`src/rtl/snake_dir_input_if.sv`:
```
// Button, step and direction signals of the player-1 direction register.
// master drives the buttons and step; slave is the direction register itself.
interface snake_dir_input_if;
  logic        up;
  logic        down;
  logic        left;
  logic        right;
  logic        step;
  logic [31:0] move1;
  logic        dir_changed;
  logic [3:0]  btn_state;
  logic        req_drop;

  modport master (
    output up, down, left, right, step,
    input  move1, dir_changed, btn_state, req_drop
  );

  modport slave (
    input  up, down, left, right, step,
    output move1, dir_changed, btn_state, req_drop
  );
endinterface

```
`src/rtl/snake_dir_input.sv`:
```
// Debounced, step-synchronised snake direction register with reversal rejection.
// Define SNAKE_DIR_QUEUE_EN to buffer up to two turns, each applied on a step.
module snake_dir_input #(
  parameter int unsigned DEBOUNCE_CYCLES = 500000,
  parameter int unsigned CNT_W           = 19
) (
  input logic              clock,
  input logic              resetn,
  snake_dir_input_if.slave bus
);

  typedef enum logic [2:0] {
    DIR_UP    = 3'd1,
    DIR_RIGHT = 3'd2,
    DIR_DOWN  = 3'd3,
    DIR_LEFT  = 3'd4
  } dir_e;

  function automatic logic turn_ok(dir_e req, dir_e cur);
    logic opposite;
    opposite = (req == DIR_UP    && cur == DIR_DOWN)  ||
               (req == DIR_DOWN  && cur == DIR_UP)    ||
               (req == DIR_RIGHT && cur == DIR_LEFT)  ||
               (req == DIR_LEFT  && cur == DIR_RIGHT);
    return (req != cur) && !opposite;
  endfunction

  // Bit order {up,right,down,left} matches btn_state and the priority order.
  logic [3:0]       raw;
  logic [3:0]       sync1, sync2, stable, stable_d, press;
  logic [CNT_W-1:0] cnt [4];
  dir_e             req, move_q, move_d, step_dir_q;
  logic             req_vld, accept, upd, dir_changed_q;

  assign raw = {bus.up, bus.right, bus.down, bus.left};

  always_ff @(posedge clock or negedge resetn) begin
    if (!resetn) begin
      sync1 <= '1;
      sync2 <= '1;
    end else begin
      sync1 <= raw;
      sync2 <= sync1;
    end
  end

  always_ff @(posedge clock or negedge resetn) begin
    if (!resetn) begin
      stable <= '1;
      for (int unsigned i = 0; i < 4; i++) cnt[i] <= '0;
    end else begin
      for (int unsigned i = 0; i < 4; i++) begin
        if (sync2[i] == stable[i]) begin
          cnt[i] <= '0;
        end else if (cnt[i] == CNT_W'(DEBOUNCE_CYCLES - 1)) begin
          stable[i] <= sync2[i];
          cnt[i]    <= '0;
        end else begin
          cnt[i] <= cnt[i] + CNT_W'(1);
        end
      end
    end
  end

  // Press pulse is registered one cycle after stable falls.
  always_ff @(posedge clock or negedge resetn) begin
    if (!resetn) begin
      stable_d <= '1;
      press    <= '0;
    end else begin
      stable_d <= stable;
      press    <= stable_d & ~stable;
    end
  end

  always_comb begin
    req_vld = 1'b1;
    req     = DIR_UP;
    if (press[3])      req = DIR_UP;
    else if (press[2]) req = DIR_RIGHT;
    else if (press[1]) req = DIR_DOWN;
    else if (press[0]) req = DIR_LEFT;
    else               req_vld = 1'b0;
  end

`ifdef SNAKE_DIR_QUEUE_EN
  dir_e       fifo_q [2];
  dir_e       fifo_d [2];
  dir_e       cur;
  logic [1:0] count_q, count_d;
  logic       pop, push_ok, drop_q;

  // Turns are validated against the newest queued turn, so a queued pair
  // can never combine into a reversal once applied.
  always_comb begin
    cur = step_dir_q;
    if (count_q == 2'd2)      cur = fifo_q[1];
    else if (count_q == 2'd1) cur = fifo_q[0];
    pop     = bus.step && (count_q != 2'd0);
    accept  = req_vld && turn_ok(req, cur);
    push_ok = accept && ((count_q != 2'd2) || pop);
    fifo_d  = fifo_q;
    count_d = count_q;
    move_d  = move_q;
    upd     = pop;
    if (pop) begin
      move_d    = fifo_q[0];
      fifo_d[0] = fifo_q[1];
      count_d   = count_q - 2'd1;
    end
    if (push_ok) begin
      if (count_d == 2'd0) fifo_d[0] = req;
      else                 fifo_d[1] = req;
      count_d = count_d + 2'd1;
    end
  end

  always_ff @(posedge clock or negedge resetn) begin
    if (!resetn) begin
      fifo_q  <= '{DIR_RIGHT, DIR_RIGHT};
      count_q <= '0;
      drop_q  <= 1'b0;
    end else begin
      fifo_q  <= fifo_d;
      count_q <= count_d;
      drop_q  <= accept && !push_ok;
    end
  end

  assign bus.req_drop = drop_q;
`else
  always_comb begin
    accept = req_vld && turn_ok(req, step_dir_q);
    move_d = accept ? req : move_q;
    upd    = accept;
  end

  assign bus.req_drop = 1'b0;
`endif

  // step_dir follows move1 as updated in the same cycle as the step.
  always_ff @(posedge clock or negedge resetn) begin
    if (!resetn) begin
      move_q        <= DIR_RIGHT;
      step_dir_q    <= DIR_RIGHT;
      dir_changed_q <= 1'b0;
    end else begin
      move_q        <= move_d;
      dir_changed_q <= upd;
      if (bus.step) step_dir_q <= move_d;
    end
  end

  assign bus.move1       = {29'd0, move_q};
  assign bus.dir_changed = dir_changed_q;
  assign bus.btn_state   = stable;

endmodule

```
`src/flat_wrapper.sv`:
```
// flat-port wrapper written by rule: the top's interface ports become plain ports
module snake_dir_input_flat 
#(
  parameter int unsigned DEBOUNCE_CYCLES = 500000,
  parameter int unsigned CNT_W           = 19
)
  (clock, resetn, bus_up, bus_down, bus_left, bus_right, bus_step, bus_move1, bus_dir_changed, bus_btn_state, bus_req_drop);
  snake_dir_input_if bus_i ();
  input logic clock;
  input logic resetn;
  input wire logic [$bits(bus_i.up)-1:0] bus_up;
  input wire logic [$bits(bus_i.down)-1:0] bus_down;
  input wire logic [$bits(bus_i.left)-1:0] bus_left;
  input wire logic [$bits(bus_i.right)-1:0] bus_right;
  input wire logic [$bits(bus_i.step)-1:0] bus_step;
  output wire logic [$bits(bus_i.move1)-1:0] bus_move1;
  output wire logic [$bits(bus_i.dir_changed)-1:0] bus_dir_changed;
  output wire logic [$bits(bus_i.btn_state)-1:0] bus_btn_state;
  output wire logic [$bits(bus_i.req_drop)-1:0] bus_req_drop;
  assign bus_i.up = bus_up;
  assign bus_i.down = bus_down;
  assign bus_i.left = bus_left;
  assign bus_i.right = bus_right;
  assign bus_i.step = bus_step;
  assign bus_move1 = bus_i.move1;
  assign bus_dir_changed = bus_i.dir_changed;
  assign bus_btn_state = bus_i.btn_state;
  assign bus_req_drop = bus_i.req_drop;
  snake_dir_input #(.DEBOUNCE_CYCLES(DEBOUNCE_CYCLES), .CNT_W(CNT_W)) u_core (.clock(clock), .resetn(resetn), .bus(bus_i));
endmodule
```
`config.mk`:
```
export PLATFORM = sky130hd
export DESIGN_NAME = snake_dir_input_flat
export DESIGN_NICKNAME = d
export VERILOG_FILES = /design/src/rtl/snake_dir_input_if.sv /design/src/rtl/snake_dir_input.sv /design/src/flat_wrapper.sv
export SDC_FILE = /design/constraint.sdc
export NUM_CORES = 1
export LEC_CHECK = 0
export BUFFER_PORTS_ARGS = -buffer_cell sky130_fd_sc_hd__buf_2
export CAP_MARGIN = 30
export CORE_MARGIN = 3
export CORE_UTILIZATION = 50
export DETAILED_ROUTE_END_ITERATION = 10
export GPL_TIMING_DRIVEN = 0
export HOLD_SLACK_MARGIN = 0.02
export PLACE_DENSITY = 0.69
export SLEW_MARGIN = 20
export SYNTH_ARGS = -nofsm -noshare
export SYNTH_HDL_FRONTEND = slang
export SYNTH_SLANG_ARGS = --single-unit
```
`constraint.sdc`:
```
create_clock -name clock -period 2.35 [get_ports clock]
set_input_delay 0.47 -clock clock [delete_from_list [all_inputs] [get_ports clock]]
set_output_delay 0.47 -clock clock [all_outputs]
set_load 0.01 [all_outputs]
```
# Word-level counts from Yosys, hierarchy flattened
# Index checks and enable logic that the tools add are counted.
word_totals:
  reg_bits: 103
  out_inout_bits: 38
  word_cells: 73
classes:
  n_addsub: 4
  n_eq_ne: 17
  muxes: 17
  n_bitwise: 6
  n_reduce_logical: 14
op_table:
  columns: ["op", "count"]
  rows:
  - ["2-to-1 mux 19 bit", 8]
  - ["adder 19 x 1 -> 19 bit, second input constant", 4]
  - ["equality test 19 bit, second input constant", 4]
  - ["2-to-1 mux 3 bit", 5]
  - ["equality test 3 x 2 -> 1 bit, second input constant", 4]
  - ["AND reduction 2 bit", 4]
  - ["equality test 3 x 1 -> 1 bit, second input constant", 2]
  - ["equality test 3 bit, second input constant", 2]
  - ["logical AND 1 bit", 6]
  - ["bitwise AND 4 bit", 1]
  - ["equality test 1 bit", 4]
  - ["2-to-1 mux 1 bit", 4]
  - ["NOT 1 bit", 4]
  - ["NOT 4 bit", 1]
  - ["logical OR 1 bit", 3]
  - ["!= test 3 bit", 1]
  - ["logical NOT 1 bit", 1]

# Longest topological paths before layout
# Gate-level depths: netlist of the first run.
logic_depth:
  ltp_word: 13
  mapped_depth: 7
  mapped_depth_nobuf: 6

# Worst setup path after synthesis of the first run
# OpenSTA, ideal clock, no wires.
synth_timing:
  path_kind: "reg-to-reg"
  start: "register u_core.step_dir_q[1]"
  end: "register u_core.step_dir_q[0]"
  setup_time_ps: 125
  arrival_ps: 1569
  path_slack_ps: 656
  path_stages_with_launch: 6
  path_buffers: 0
  period_less_slack_ps: 1694
  path_cell_list: "dfstp_2 > nand2b_1 > o32a_1 > a32oi_2 > a221oi_2 > mux2_4"
synth_between:
  elab_chain_len: 9
  word_cells_on_any_way: 16
  cone_classes: "eq/ne: 5; mux: 1; reduce/logical: 10"
synth_lines:
  columns: ["element", "line_no", "rtl"]
  rows:
  - ["start: declaration", "snake_dir_input.sv:32", "dir_e req, move_q, move_d, step_dir_q;"]
  - ["start signal: assignment", "snake_dir_input.sv:150", "if (bus.step) step_dir_q <= move_d;"]
  - ["equality test 3 x 2 -> 1 bit or equality test 3 x 1 -> 1 bit (tied branches)", "snake_dir_input.sv:21, snake_dir_input.sv:22", null]
  - ["logical AND 1 bit, on equally long branches", "snake_dir_input.sv:21, snake_dir_input.sv:22", null]
  - ["logical OR 1 bit", "snake_dir_input.sv:21", "opposite = (req == DIR_UP && cur == DIR_DOWN) ||"]
  - ["logical OR 1 bit", "snake_dir_input.sv:22", "(req == DIR_DOWN && cur == DIR_UP) ||"]
  - ["logical OR 1 bit", "snake_dir_input.sv:23", "(req == DIR_RIGHT && cur == DIR_LEFT) ||"]
  - ["logical NOT 1 bit", "snake_dir_input.sv:25", "return (req != cur) && !opposite;"]
  - ["logical AND 1 bit *", "snake_dir_input.sv:25", null]
  - ["logical AND 1 bit *", "snake_dir_input.sv:133", "accept = req_vld && turn_ok(req, step_dir_q);"]
  - ["2-to-1 mux 3 bit *", "snake_dir_input.sv:134", "move_d = accept ? req : move_q;"]
  - ["named net u_core.move_d[0]", "snake_dir_input.sv:32", null]
# Mark *: on every way through the listed nets, which the timed path passes. The rest lies on a longest branch.
# A chain may end at the register's enable or synchronous reset.

# Worst setup path after layout of the first run
layout_timing:
  start: "register u_core.cnt[57] (netlist name)"
  end: "register u_core.cnt[73] (netlist name)"
layout_between:
  elab_chain_len: 3
  word_cells_on_any_way: 4
  cone_classes: "add/sub: 1; eq/ne: 1; mux: 2"
layout_lines:
  columns: ["element", "line_no", "rtl"]
  rows:
  - ["start: declaration", "snake_dir_input.sv:31", "logic [CNT_W-1:0] cnt [4];"]
  - ["start signal: indexed assignment", "snake_dir_input.sv:59", "cnt[i] <= cnt[i] + CNT_W'(1);"]
  - ["adder 19 x 1 -> 19 bit or equality test 19 bit (tied branches)", "snake_dir_input.sv:59, snake_dir_input.sv:55", null]
  - ["2-to-1 mux 19 bit *", "snake_dir_input.sv:55", "end else if (cnt[i] == CNT_W'(DEBOUNCE_CYCLES - 1)) begin"]
  - ["2-to-1 mux 19 bit *", "snake_dir_input.sv:53", "if (sync2[i] == stable[i]) begin"]
# Every way passes the cells marked *; elsewhere a longest branch is shown, timed or not.

==> run metrics, run 1 <==
worst reg2reg path endpoint=u_core.cnt[73]; Max Cap Viol=0; # IOs=45; Period Utilization, post-route=85.1%; status=completed; worst slew pin tran=0.519 ns; Critical Path RT=2.61 ns; CTS Buffer Depth=2; Die X=107 um; die area=11500 sq um; Non-Filler Instances=710; worst skew pair latency=0.37 ns; first-pass GRT wire length=15.3 mm; CTS clock-pin slew for the worst setup and hold paths=0.09 ns; FP Rows=36; fmax=500 MHz; Residual DRC=0; Setup Skew=0.0121 ns; async set or reset register ratio after synthesis=100%; layout cells sized above 1=19.2%; GPL Wtd Cong=0.881; fill count=856; vias in the first global route=3368; H-tree depth=3; Slew headroom=65.2%; share of Yosys cell area claimed by the top area cell type=41.5%; Hold-fix buffers, CTS=0; GRT overflow=0; Port Buffers=14; post-synthesis cell count=517; Pwr Density=551 nW/um^2; initial core utilization=52.0%; placed standard-cell area=5510 sq um; Final nets=583; Critical Path AT=2.26 ns; RSZ-0062 raised after global routing=no; Startpoint Class=flip-flop; Global Route Usage Sum=16.4%; 1st-pass router iterations=4; design area=5710 sq um; core area=9860 sq um; initial antenna violation count=0; ys flop type=dfrtp_1; endpoints failing setup=0; final slew viol count=0; Die Y=107 um; vias=3540; CTS resizes=0; wire per inst=11.9 um; total CTS buffers=9; commonest non-fill, non-tap cells in the layout=nor2_1, dfrtp_1, xnor2_1; post-route minimum period=2.00 ns; Detailed Route WL=8.44 mm; Final HPWL DP=6.08 mm; Post-synth EDFFs=0; Ys Warns=0; Post-Place Cells=694; Crit Path Max Fanout=10; clock net sink count=103; layout overhead on the synthesized area=11.4%; #FFs+latches synth=103; R2R depth=7; peak supply drop=0.290 mV; Area contributors post-synth=dfrtp_1, dfstp_2, xnor2_1, nor2_1, buf_4; Post-Syn Area=5130 sq um; Synth area leader=dfrtp_1; final core occ=57.9%; antenna diode count=0; CTS tree=done; WS Path Type=flip-flop to flip-flop; Worst Setup End Kind=flip-flop; largest net degree at the start of global routing=53; vias per inst=4.99; Leak=2.46 nW; post-CTS setup buffers=0; Fin. Hold Viols=0; Initial DRC Count=150; Avg Cell Area, Syn=9.92 sq um; commonest non-fill, non-tap cell in the layout=nor2_1; CTS Root Cell=clkbuf_8; flop2flop setup slack=0.35 ns; post-synthesis sequential area ratio=50.7%; Yosys cell types=47; Final ANT Viol Nets=0; R2R Path Start=u_core.cnt[57]; Tightest Hold Check Type=input pin to async pin
-- area by class of cell --
type	count	area, sq um	share of cell area (%)
tap	133	166	2.91
timing repair buffer	15	104	1.82
clock buffer	10	138	2.41
buffer	43	302	5.28
inverter	12	45.0	0.788
sequential	103	2600	45.5
clock inverter	6	68.8	1.20
multi-input combinational	388	2290	40.1
-- routing by layer --
metal | up-vias | GRT usage, % | wire length [um]
met1 | 1662 | 22.5 | 4110
met5 | - | 0 | 0
met3 | 10 | 2.82 | 434
met4 | 0 | 7.85 | 141
li1 | 1787 | - | -
met2 | 81 | 25.3 | 3760
-- metrics by stage --
| stage | power, mW | setup TNS, ns | setup slack (ns) | hold slack, ns |
|---|---|---|---|---|
| 2_1_floorplan | 1.99 | 0 | 0.656 | 0.174 |
| 3_3_place_gp | 2.05 | -20.47 | -0.244 | 0.346 |
| 3_5_place_dp | 2.06 | 0 | 0.358 | 0.348 |
| 4_1_cts | 3.20 | 0 | 0.333 | 0.0349 |
| 5_1_grt | 3.30 | 0 | 0.112 | 0.0525 |
| 6_report | 3.15 | 0 | 0.350 | 0.0309 |
-- worst max-delay path by stage --
stage | startpoint | to
global route | u_core.cnt[0] | u_core.cnt[10]
floorplan | u_core.step_dir_q[1] | u_core.step_dir_q[0]
global placement | resetn | u_core.cnt[46]
detailed placement | u_core.cnt[0] | u_core.cnt[11]
CTS | u_core.cnt[0] | u_core.cnt[10]
finish | u_core.cnt[57] | u_core.cnt[73]
-- power breakdown --
part	internal (mW)	switching, mW
clock	0.527	0.599
combinational	0.0787	0.113
sequential	1.80	0.0250
-- cells in the mapped netlist (all sizes together), types with 9 or more instances --
library cell   n
buf           43
dfstp         18
xnor2         46
nor3          21
dfrtp         85
nand2         39
o21ai          9
nand4         11
nor2          99
nor4          11
nand3         30
xor2          26
inv           12
-- critical path, stage by stage (launching register included) --
cell	delay, ns
dfrtp_1	0.41
ha_1	0.25
nand4_1	0.15
nor4_1	0.45
or2_2	0.19
buf_2	0.19
buf_4	0.20
nor2_1	0.06
-- cell families (layout without fill, tap and decap cells) --
kind of cell | after synthesis | in the layout | synth area share, %
and+or+nand+nor | 256 | 256 | 25.0
AOI/OAI and AO/OA | 21 | 21 | 3.05
adders and majority gates | 4 | 4 | 0.976
xor gates and xnor gates | 72 | 72 | 12.3
muxes | 5 | 5 | 1.17
DFF | 103 | 103 | 50.7
other | 1 | 30 | 0.0731
buffers and inverters | 55 | 86 | 6.76
-- state kept, by name (all words and copies together) (netlist names), 3 cells and up --
signal,flops
u_core.bus.btn_state,4
u_core.cnt,76
u_core.move_q,3
u_core.press,4
u_core.stable_d,4
u_core.step_dir_q,3
u_core.sync1,4
u_core.sync2,4
(Power assumes the default switching activity.)
==> run 2: changes to the inputs <==
- MAX_ROUTING_LAYER: unset -> met4
==> run 2 against run 1 <==
  * Non-clock buffer count stayed put
  * Final area stayed put
  * Count of clock-buffer cells in the layout stayed put
  * Combinational power hardly changed
  * Via count is 0.28% lower
  * Largest power group unchanged
  * Critical path depth stayed put
  * Register-to-register slack hardly changed
  * Setup slack better by 0.0011 ns
  * Sequential power hardly changed
  * Sequential share of layout area stayed put
  * Global-route usage is 0.44 points higher
==> run metrics, run 2 (same netlist as run 1, synthesis figures left out) <==
vias per inst=4.97; R2R Path Start=u_core.cnt[57]; die area=11500 sq um; Startpoint Class=flip-flop; CTS Root Cell=clkbuf_8; Port Buffers=14; switching share of power=23.4%; Initial DRC Count=151; Slew headroom=65.2%; Pwr Density=551 nW/um^2; Comb pwr share=6.1%; R2R depth=7; initial antenna violation count=0; clock share of power=35.8%; Setup Skew=0.0112 ns; Leak=2.46 nW; critical-path cell with the highest stage delay=nor4_1; Int Pwr=2.41 mW; Max Cap Viol=0; Fin. Hold Viols=0; Crit Path Max Fanout=10; peak supply drop=0.290 mV; Residual DRC=0; H-tree depth=3; clock net sink count=103; Die X=107 um; Detailed Route WL=8.42 mm; endpoints failing setup=0; fmax=500 MHz; post-route minimum period=2.00 ns; Non-Filler Instances=710; CTS Buffer Depth=2; vias in the first global route=3361; Final ANT Viol Nets=0; wire per inst=11.9 um; RSZ-0062 raised after global routing=no; fill count=856; kind of cell adding the most delay to the critical path=simple AND/OR/NAND/NOR gates; worst skew pair latency=0.37 ns; CP max stage delay=0.45 ns; Setup crit start=u_core.cnt[57]; layout cells sized above 1=19.2%; Die Y=107 um; status=completed; CTS resizes=0; FP Rows=36; Hold-fix buffers, CTS=0; layout overhead on the synthesized area=11.4%; antenna diode count=0; total chip power=3.15 mW; switching power=0.737 mW; WP buf/inv=2; max reg flops=76; Top reg by flops=u_core.cnt; Global Route Usage Sum=16.8%; total CTS buffers=9; core area=9860 sq um; GRT overflow=0; Reg area=2600 sq um; CP Cell Sequence=ha_1 -> nand4_1 -> nor4_1 -> or2_2 -> buf_2 -> buf_4 -> nor2_1; post-CTS setup buffers=0; Worst Setup End Kind=flip-flop; worst slew pin tran=0.517 ns; GPL Wtd Cong=0.896; vias=3530; largest net degree at the start of global routing=53; commonest non-fill, non-tap cell in the layout=nor2_1; flop2flop setup slack=0.35 ns; area of the multi-input gates=2290 sq um; WS Path Type=flip-flop to flip-flop; initial core utilization=52.0%; first-pass GRT wire length=15.3 mm; Final nets=583; Critical Path AT=2.26 ns; Tightest Hold Check Type=input pin to async pin; final slew viol count=0; worst reg2reg path endpoint=u_core.cnt[73]; CTS clock-pin slew for the worst setup and hold paths=0.09 ns; CTS tree=done; Final HPWL DP=6.08 mm; worst hold margin=0.0324 ns; 1st-pass router iterations=4; Critical Path RT=2.61 ns; commonest non-fill, non-tap cells in the layout=nor2_1, dfrtp_1, xnor2_1; Post-Place Cells=694; Period Utilization, post-route=85.0%; sequential cell fraction of total power=58.1%; # IOs=45
[run 2: cell counts in the layout (fill, tap and decap cells not counted)]
Identical to the previous run, type by type.
[run 2: worst max path at each step]
stage / slack, ns / end / cells after the start
global route: 0.11 / u_core.cnt[10] / 7
CTS: 0.33 / u_core.cnt[10] / 7
floorplan: 0.66 / u_core.step_dir_q[0] / 5
detailed placement: 0.36 / u_core.cnt[11] / 7
finish: 0.35 / u_core.cnt[73] / 7
global placement: -0.24 / u_core.cnt[46] / 1
[run 2: power by group through the flow]
stage	registers (mW)	logic (mW)	clock network (mW)
after global placement	1.86	0.184	0
final	1.83	0.192	1.13
after floorplan	1.86	0.131	0
after global routing	1.83	0.220	1.25
after CTS	1.83	0.194	1.17
after detailed placement	1.86	0.194	0
[run 2: area by class of cell]
class	count	area share [%]
Tap cell	133	2.91
Timing Repair Buffer	15	1.82
Sequential cell	103	45.5
Clock buffer	10	2.41
Inverter	12	0.788
Clock inverter	6	1.20
Multi-Input combinational cell	388	40.1
Buffer	43	5.28
[run 2: worst reg2reg max path, cell delays in order, from the launching register on]
cell and delay, ns:
dfrtp_1 0.41, ha_1 0.25, nand4_1 0.15, nor4_1 0.45
or2_2 0.19, buf_2 0.19, buf_4 0.20, nor2_1 0.06
[run 2: metrics by stage]
step           setup slack (ns)  utilization [%]  cell area (sq um)  setup TNS, ns
3_3_place_gp             -0.244             55.5               5470         -20.47
3_5_place_dp              0.358             55.8               5510              0
6_report                  0.351             57.9               5710              0
5_1_grt                   0.112             57.9               5710              0
4_1_cts                   0.333             57.9               5710              0
2_1_floorplan             0.656                -               5240              0
[run 2: metal layers]
metal,vias to the layer above,global-route usage [%],wire length [um]
met3,12,2.82,397
li1,1785,-,-
met5,-,-,0
met1,1655,22.4,4110
met2,78,25.3,3740
met4,0,7.85,174
